**config.mk**
```make
export PLATFORM = sky130hd
export DESIGN_NAME = spi_reg_ctrl_flat
export DESIGN_NICKNAME = d
export VERILOG_FILES = /design/src/rtl/spi_reg_ctrl_if.sv /design/src/rtl/spi_reg_ctrl.sv /design/src/flat_wrapper.sv
export SDC_FILE = /design/constraint.sdc
export NUM_CORES = 1
export LEC_CHECK = 0
export CAP_MARGIN = 15
export CELL_PAD_IN_SITES_DETAIL_PLACEMENT = 1
export CELL_PAD_IN_SITES_GLOBAL_PLACEMENT = 1
export CORE_MARGIN = 3
export CORE_UTILIZATION = 34
export CTS_CLUSTER_SIZE = 25
export DETAILED_ROUTE_END_ITERATION = 6
export PLACE_DENSITY = 0.76
export SLEW_MARGIN = 25
export SYNTH_ARGS = -nofsm -noshare
export SYNTH_HDL_FRONTEND = slang
export SYNTH_SLANG_ARGS = --single-unit
```
**constraint.sdc**
```tcl
create_clock -name clk -period 1.69 [get_ports clk]
set_input_delay 0.4225 -clock clk [delete_from_list [all_inputs] [get_ports clk]]
set_output_delay 0.4225 -clock clk [all_outputs]
set_load 0.02 [all_outputs]
```
**src/rtl/spi_reg_ctrl_if.sv**
```systemverilog
// rtl/spi_reg_ctrl_if.sv - SPI bridge / register-file handshake bundle for spi_reg_ctrl
interface spi_reg_ctrl_if #(
    parameter int ADDR_W = 6
);
    logic              cs_active;
    logic              rx_valid;
    logic [7:0]        rx_byte;
    logic [7:0]        tx_byte;
    logic              tx_load;
    logic [ADDR_W-1:0] reg_addr;
    logic [7:0]        reg_wdata;
    logic              reg_we;
    logic              reg_re;
    logic [7:0]        reg_rdata;
    logic              err_addr;

    // Bridge + register file side
    modport master (
        output cs_active, rx_valid, rx_byte, reg_rdata,
        input  tx_byte, tx_load, reg_addr, reg_wdata, reg_we, reg_re, err_addr
    );

    // Command sequencer side
    modport slave (
        input  cs_active, rx_valid, rx_byte, reg_rdata,
        output tx_byte, tx_load, reg_addr, reg_wdata, reg_we, reg_re, err_addr
    );
endinterface

```
**src/rtl/spi_reg_ctrl.sv**
```systemverilog
// rtl/spi_reg_ctrl.sv - SPI frame command sequencer issuing register read/write strobes
// Optional burst (auto-increment) mode: define SPI_AUTO_INC_EN.
module spi_reg_ctrl #(
    parameter int ADDR_W   = 6,
    parameter int NUM_REGS = 16
) (
    input  logic           clk,
    input  logic           rst_n,
    spi_reg_ctrl_if.slave  bus
);

    typedef enum logic [2:0] {
        IDLE   = 3'd0,
        CMD    = 3'd1,
        WR     = 3'd2,
        RD_REQ = 3'd3,
        RD_CAP = 3'd4,
        RD     = 3'd5,
        DONE   = 3'd6
    } state_e;

    localparam logic [ADDR_W:0] NUM_REGS_L = (ADDR_W+1)'(NUM_REGS);

    state_e            state_q, state_d;
    logic [ADDR_W-1:0] addr_q, addr_d;
    logic [7:0]        wdata_q, wdata_d;
    logic [7:0]        tx_q, tx_d;
    logic              wr_pend_q, wr_pend_d;
    logic              addr_legal;
    logic [7:0]        rd_byte;

    assign addr_legal = ({1'b0, addr_q} < NUM_REGS_L);
    assign rd_byte    = addr_legal ? bus.reg_rdata : 8'h00;

    always_ff @(posedge clk or negedge rst_n) begin
        if (!rst_n) begin
            state_q   <= IDLE;
            addr_q    <= '0;
            wdata_q   <= 8'h00;
            tx_q      <= 8'h00;
            wr_pend_q <= 1'b0;
        end else begin
            state_q   <= state_d;
            addr_q    <= addr_d;
            wdata_q   <= wdata_d;
            tx_q      <= tx_d;
            wr_pend_q <= wr_pend_d;
        end
    end

    always_comb begin
        state_d   = state_q;
        addr_d    = addr_q;
        wdata_d   = wdata_q;
        tx_d      = tx_q;
        wr_pend_d = 1'b0;

        case (state_q)
            IDLE: begin
                if (bus.cs_active) state_d = CMD;
            end
            CMD: begin
                if (bus.rx_valid) begin
                    addr_d  = bus.rx_byte[ADDR_W-1:0];
                    state_d = bus.rx_byte[7] ? WR : RD_REQ;
                end
            end
            WR: begin
`ifdef SPI_AUTO_INC_EN
                // Advance after the strobe cycle so reg_addr matches the write just issued
                if (wr_pend_q) addr_d = addr_q + 1'b1;
`endif
                if (bus.rx_valid) begin
                    wdata_d   = bus.rx_byte;
                    wr_pend_d = 1'b1;
`ifndef SPI_AUTO_INC_EN
                    state_d   = DONE;
`endif
                end
            end
            RD_REQ: state_d = RD_CAP;
            RD_CAP: begin
                tx_d    = rd_byte;
                state_d = RD;
            end
            RD: begin
                if (bus.rx_valid) begin
`ifdef SPI_AUTO_INC_EN
                    addr_d  = addr_q + 1'b1;
                    state_d = RD_REQ;
`else
                    state_d = DONE;
`endif
                end
            end
            DONE: state_d = DONE;
            default: state_d = IDLE;
        endcase

        // Chip-select release wins over everything, including a coincident byte
        if (!bus.cs_active) begin
            state_d   = IDLE;
            addr_d    = addr_q;
            wdata_d   = wdata_q;
            wr_pend_d = 1'b0;
            tx_d      = 8'h00;
        end
    end

    assign bus.reg_addr  = addr_q;
    assign bus.reg_wdata = wdata_q;
    assign bus.reg_re    = (state_q == RD_REQ) && addr_legal;
    assign bus.reg_we    = wr_pend_q && addr_legal;
    assign bus.err_addr  = ((state_q == RD_REQ) || wr_pend_q) && !addr_legal;
    assign bus.tx_load   = (state_q == RD_CAP);
    assign bus.tx_byte   = (state_q == RD_CAP) ? rd_byte : tx_q;

endmodule

```
**src/flat_wrapper.sv**
```systemverilog
// flat-port wrapper written by rule: the top's interface ports become plain ports
module spi_reg_ctrl_flat 
#(
    parameter int ADDR_W   = 6,
    parameter int NUM_REGS = 16
)
  (clk, rst_n, bus_cs_active, bus_rx_valid, bus_rx_byte, bus_reg_rdata, bus_tx_byte, bus_tx_load, bus_reg_addr, bus_reg_wdata, bus_reg_we, bus_reg_re, bus_err_addr);
  spi_reg_ctrl_if #(.ADDR_W(ADDR_W)) bus_i ();
  input  logic clk;
  input  logic rst_n;
  input wire logic [$bits(bus_i.cs_active)-1:0] bus_cs_active;
  input wire logic [$bits(bus_i.rx_valid)-1:0] bus_rx_valid;
  input wire logic [$bits(bus_i.rx_byte)-1:0] bus_rx_byte;
  input wire logic [$bits(bus_i.reg_rdata)-1:0] bus_reg_rdata;
  output wire logic [$bits(bus_i.tx_byte)-1:0] bus_tx_byte;
  output wire logic [$bits(bus_i.tx_load)-1:0] bus_tx_load;
  output wire logic [$bits(bus_i.reg_addr)-1:0] bus_reg_addr;
  output wire logic [$bits(bus_i.reg_wdata)-1:0] bus_reg_wdata;
  output wire logic [$bits(bus_i.reg_we)-1:0] bus_reg_we;
  output wire logic [$bits(bus_i.reg_re)-1:0] bus_reg_re;
  output wire logic [$bits(bus_i.err_addr)-1:0] bus_err_addr;
  assign bus_i.cs_active = bus_cs_active;
  assign bus_i.rx_valid = bus_rx_valid;
  assign bus_i.rx_byte = bus_rx_byte;
  assign bus_i.reg_rdata = bus_reg_rdata;
  assign bus_tx_byte = bus_i.tx_byte;
  assign bus_tx_load = bus_i.tx_load;
  assign bus_reg_addr = bus_i.reg_addr;
  assign bus_reg_wdata = bus_i.reg_wdata;
  assign bus_reg_we = bus_i.reg_we;
  assign bus_reg_re = bus_i.reg_re;
  assign bus_err_addr = bus_i.err_addr;
  spi_reg_ctrl #(.ADDR_W(ADDR_W), .NUM_REGS(NUM_REGS)) u_core (.clk(clk), .rst_n(rst_n), .bus(bus_i));
endmodule
```
-- Word level (Yosys, flattened, before mapping)
Index checks and enable logic that the tools add are counted.
- word-level logic and storage cells: 35
- flip-flop bits (word level): 26
- magnitude comparators: 1
- reduce and logical (&&, ||, !) cells: 10
- eq/ne operators: 8
- muxes and demuxes: 11
- operators by type and width (kind ; count):
    8-bit 2-to-1 mux ; 3
    3-bit one-hot mux with 6 select lines ; 1
    3-bit equality test, second input constant ; 3
    3-bit 2-to-1 mux ; 3
    3-bit by 2-bit equality test with 1-bit output, second input constant ; 2
    6-bit by 5-bit less-than comparator with 1-bit output, second input constant ; 1
    3-bit AND reduction ; 2
    1-bit 2-to-1 mux ; 4
    3-bit by 1-bit equality test with 1-bit output, second input constant ; 1
    1-bit logical AND ; 3
    3-bit zero test ; 1
    3-bit by 2-bit != test with 1-bit output, second input constant ; 1
    3-bit != test, second input constant ; 1
    2-bit AND reduction ; 1
    2-bit OR reduction ; 1
    1-bit zero test ; 1
    1-bit logical OR ; 1

-- Depth between registers and ports, before layout
- depth in word-level cells: 4
- mapped depth: 5
- mapped depth without buffers: 4

-- Worst setup path after synthesis
OpenSTA, ideal clock, no wires.
- kind: register -> output
- from: reg u_core.state_q[1]
- to: out bus_tx_byte[1]
- stages on the path, launching flop included: 6
- slack: -8 ps
- arrival: 1276 ps
- path buffers: 1
- required time: 1267 ps
- cells stage by stage: dfrtp_1 > or3b_1 > buf_6 > clkinv_16 > nand3_2 > nand2_1
- cells in the longest elaborated chain, start to end: 2
- RTL lines (what ; line ; RTL):
    start, declared ; spi_reg_ctrl.sv:24 ; state_e state_q, state_d;
    start signal, assigned ; spi_reg_ctrl.sv:43 ; state_q <= state_d;
    3-bit equality test ; -- ;
    named net bus_tx_load ; flat_wrapper.sv:16 ; output wire logic [$bits(bus_i.tx_load)-1:0] bus_tx_load;
    8-bit 2-to-1 mux ; spi_reg_ctrl.sv:116 ; assign bus.tx_byte = (state_q == RD_CAP) ? rd_byte : tx_q;
    end, declared ; flat_wrapper.sv:15 ; output wire logic [$bits(bus_i.tx_byte)-1:0] bus_tx_byte;
The timed path passes the listed nets, and every way through them passes these cells.

-- Worst setup path in the final report
- from: reg u_core.state_q[1]
- to: out bus_tx_byte[0]
- cells in the longest elaborated chain, start to end: 2
- RTL lines (what ; line):
    3-bit equality test ; spi_reg_ctrl.sv:116
    8-bit 2-to-1 mux ; spi_reg_ctrl.sv:116
Every way passes these cells.

==> results <==
==> worst register-to-register path, cell delays in order, from the launching register on <==
cell	delay [ns]
sky130_fd_sc_hd__dfrtp_1	0.39
sky130_fd_sc_hd__or3b_4	0.43
sky130_fd_sc_hd__buf_12	0.17
sky130_fd_sc_hd__clkinv_16	0.06
sky130_fd_sc_hd__nand3_4	0.07
sky130_fd_sc_hd__buf_6	0.12
sky130_fd_sc_hd__buf_4	0.13
sky130_fd_sc_hd__buf_6	0.11
sky130_fd_sc_hd__a21boi_2	0.11
==> placed cells by master (no fill, tap or decap), drive strengths merged <==
cell and instances:
nand4b 1, clkbuf 3, clkinv 2, nand2b 1
nor2 2, and2 1, o21ai 1, dlymetal6s2s 8
nand3b 1, a21oi 2, dlygate4sd2 6, buf 51
nand3 9, nor3 1, and3b 1, o211ai 1
and3 1, mux2 14, or3b 1, dfrtp 26
bufinv 1, and2b 1, a21boi 9, nand2 18
clkdlybuf4s50 19, inv 1
==> final cells by class <==
| cell class | instances | share of cell area [%] |
|---|---|---|
| timing repair buffer | 84 | 35.7 |
| multi-input combinational | 65 | 27.3 |
| inverter | 2 | 1.51 |
| timing repair inverter | 1 | 0.725 |
| tap | 46 | 2.56 |
| sequential | 26 | 29.0 |
| clock inverter | 1 | 1.34 |
| clock buffer | 3 | 1.84 |
==> per-layer routing <==
layer  wire [um]  global-route usage [%]  up-vias
met5           0                       0        -
met3         241                    4.38        4
met2        2130                    35.0       36
li1            -                       -      504
met1        1480                    20.5      526
met4          46                    6.09        0
==> metrics by stage <==
stage	hold slack (ns)	utilization, %	total power [mW]	setup TNS [ns]	cell area [um^2]
6_report	0.511	65.2	2.07	-2.88	2240
4_1_cts	0.523	63.3	2.09	-2.85	2180
5_1_grt	0.535	65.2	2.17	-3.46	2240
3_3_place_gp	0.489	57.2	1.50	-5.81	1970
3_5_place_dp	0.496	57.2	1.52	-6.44	1970
2_1_floorplan	0.127	-	1.14	0	1270
==> flip-flops by register name, summed over array words and instances, names as in the netlist <==
name                  count
u_core.bus.reg_addr       6
u_core.bus.reg_wdata      8
u_core.state_q            3
u_core.tx_q               8
u_core.wr_pend_q          1
==> synthesized netlist by cell type (2+ instances only) <==
library cell,number
sky130_fd_sc_hd__a21boi_2,8
sky130_fd_sc_hd__a21oi_1,2
sky130_fd_sc_hd__nand3_2,6
sky130_fd_sc_hd__dfrtp_1,26
sky130_fd_sc_hd__nor2_1,2
sky130_fd_sc_hd__mux2_2,14
sky130_fd_sc_hd__nand2_1,18
sky130_fd_sc_hd__nand3_4,2
==> timing repair <==
action,4_1_cts,5_1_grt
gates cloned,2,0
pin swaps,10,3
setup endpoints to repair,18,20
gates resized for setup,86,17
buffers inserted,8,4
hold endpoints to repair,0,0
==> power by group through the flow <==
stage	logic [mW]	clock network [mW]	registers (mW)
CTS	0.760	0.537	0.796
global route	0.800	0.562	0.808
global placement	0.705	0	0.793
floorplan	0.207	0	0.934
finish	0.748	0.528	0.796
detailed placement	0.720	0	0.804
==> worst min-delay path by stage <==
stage	end	from	depth (start not counted)	slack (ns)
after floorplan	u_core.bus.reg_addr[0]$_DFFE_PN0P_	rst_n	0	0.13
after global placement	u_core.bus.reg_addr[0]$_DFFE_PN0P_	u_core.bus.reg_addr[0]$_DFFE_PN0P_	1	0.49
after detailed placement	u_core.bus.reg_wdata[5]$_DFFE_PN0P_	u_core.bus.reg_wdata[5]$_DFFE_PN0P_	1	0.50
after CTS	u_core.tx_q[2]$_DFF_PN0_	rst_n	2	0.52
after global routing	u_core.wr_pend_q$_DFF_PN0_	rst_n	2	0.54
final	u_core.tx_q[0]$_DFF_PN0_	rst_n	2	0.51
==> cell families after synthesis <==
group | share of synthesized area (%)
AND/OR/NAND/NOR | 20.9
flip-flops | 51.9
multiplexers | 12.6
AO/OA/AOI/OAI | 9.59
buffers and inverters | 4.99
==> impl_metrics.json <==
{
  "worst_setup_path_startpoint": "u_core.state_q[1]$_DFFE_PN0P_",
  "total_routing_usage_reported_by_global_routing_pct": 18.7,
  "postSynthNetCount": 116,
  "timing.final.crit_period_ns": 2.02,
  "multi_input_gate_area_um2": 613,
  "ys_async_sr_fraction_pct": 100,
  "cts_inserted_buffers": 3,
  "critical_path_class": "reg -> out",
  "synth_ff_type": "sky130_fd_sc_hd__dfrtp_1",
  "wire_length_of_the_first_global_routing_pass_um": 6090,
  "synth_cells": 96,
  "die_span_y_um": 66.7,
  "switching_share_pct": 31.4,
  "cts.clk_slew.worst_paths_ns": 0.10,
  "worstPathCellList": "or3b_4, buf_12, nand2_1, nand2_4, buf_6",
  "ir_worst_vdd_uv": 793,
  "layout-drive-gt1-share_pct": 56.6,
  "delay_of_the_slowest_critical_path_stage_ns": 0.42,
  "synth_top_cell_by_area": "sky130_fd_sc_hd__dfrtp_1",
  "drtIter0Drc": 27,
  "critical-path-slowest-cell": "sky130_fd_sc_hd__or3b_4",
  "drtPass1Iterations": 4,
  "clock_power_share_pct": 25.5,
  "placeableCoreArea_um2": 3440,
  "ctsHtreeMaxLevel": 1,
  "timing.max_slew.rel_slack_pct": 77.4,
  "final_cells": 228,
  "fmaxAchievable_ghz": 0.494,
  "place_ws_ns": -0.510,
  "critPathRequiredTime_ns": 1.27,
  "worstPathArrival_ns": 1.60,
  "crit_path_max_fanout": 6,
  "cts_hold_buffers": 0,
  "rows": 21,
  "area.sequential_um2": 651,
  "io-pin-count": 46,
  "die-area_um2": 4450,
  "status": "complete, but fails checks",
  "area_delta_synth_final_pct": 79.2,
  "critPathTopFamily": "simple AND/OR/NAND/NOR gates",
  "critical_path.n_buffers_inverters": 2,
  "leakage_nw": 1.09,
  "synth_cell_types": 26,
  "ff_to_ff_setup_slack_ns": 0.04,
  "path_depth": 5,
  "diodes": 0,
  "netlist_top_cells_area": "sky130_fd_sc_hd__dfrtp_1 52%, sky130_fd_sc_hd__mux2_2 13%, sky130_fd_sc_hd__a21boi_2 7.2%",
  "synth_seq_cells": 26,
  "crit_path_end_kind": "output port",
  "vias_per_cell": 4.69,
  "report.final.setup_viol": 11,
  "critical_path.reg2reg.endpoint": "u_core.tx_q[4]$_DFF_PN0_",
  "rsz_0062_raised_after_global_routing": "yes",
  "power_density_nw_per_um2": 923,
  "initial_antenna_violation_count": 0,
  "dp_hpwl_um": 2490,
  "ctsLongestPathBuffers": 2,
  "die_width_um": 66.7,
  "via_count_of_the_first_global_routing_pass": 1237,
  "timing.final.ws_setup_ns": -0.333,
  "cts_tree": "done",
  "numClockSinks": 26,
  "hold_path_class": "in -> async",
  "buffer_ports.inserted": 45,
  "reg2reg_from": "u_core.state_q[1]$_DFFE_PN0P_",
  "route.antenna.remaining_nets": 0,
  "route.vias.total": 1070,
  "end_point_of_the_critical_path": "bus_tx_byte[0]",
  "final.setup_skew_ns": 0.0132,
  "synthesis.area_per_instance_um2": 13.0,
  "initial_core_util_pct": 36.4,
  "grt_overflow_total": 0,
  "p_comb_share_pct": 36.1,
  "worst_slew_pin_tran_ns": 0.339,
  "drc_violations": 0,
  "min_period_over_period_pct": 120,
  "cts-root-buf": "sky130_fd_sc_hd__clkbuf_8",
  "failed_checks": "setup timing",
  "globalplace.congestion": 0.779,
  "max_capacitance_violation_total": 0,
  "synth-edff-count": 0,
  "internal_power_mw": 1.42,
  "maxSlewViolCount": 0,
  "grt_start_max_net_pins": 27,
  "finalHoldViolations": 0,
  "worst_setup_path_start_kind": "register",
  "yosys_warnings": 0,
  "num-nets-final": 203,
  "placed_cells": 212,
  "final.fill_count": 357,
  "synth_top_area_share_pct": 51.9,
  "syn-cell-area_um2": 1250,
  "insertion_delay_of_the_later_clocked_pin_in_the_worst_skew_pair_ns": 0.28,
  "total_wirelength_um": 3900,
  "seqPwrFrac_pct": 38.4,
  "p_switching_uw": 650,
  "worst-r2r-cell-count": 8,
  "wire_per_inst_um": 17.1,
  "ys_seq_area_share_pct": 51.9
}
No activity file was read; power rests on OpenSTA's default activity.
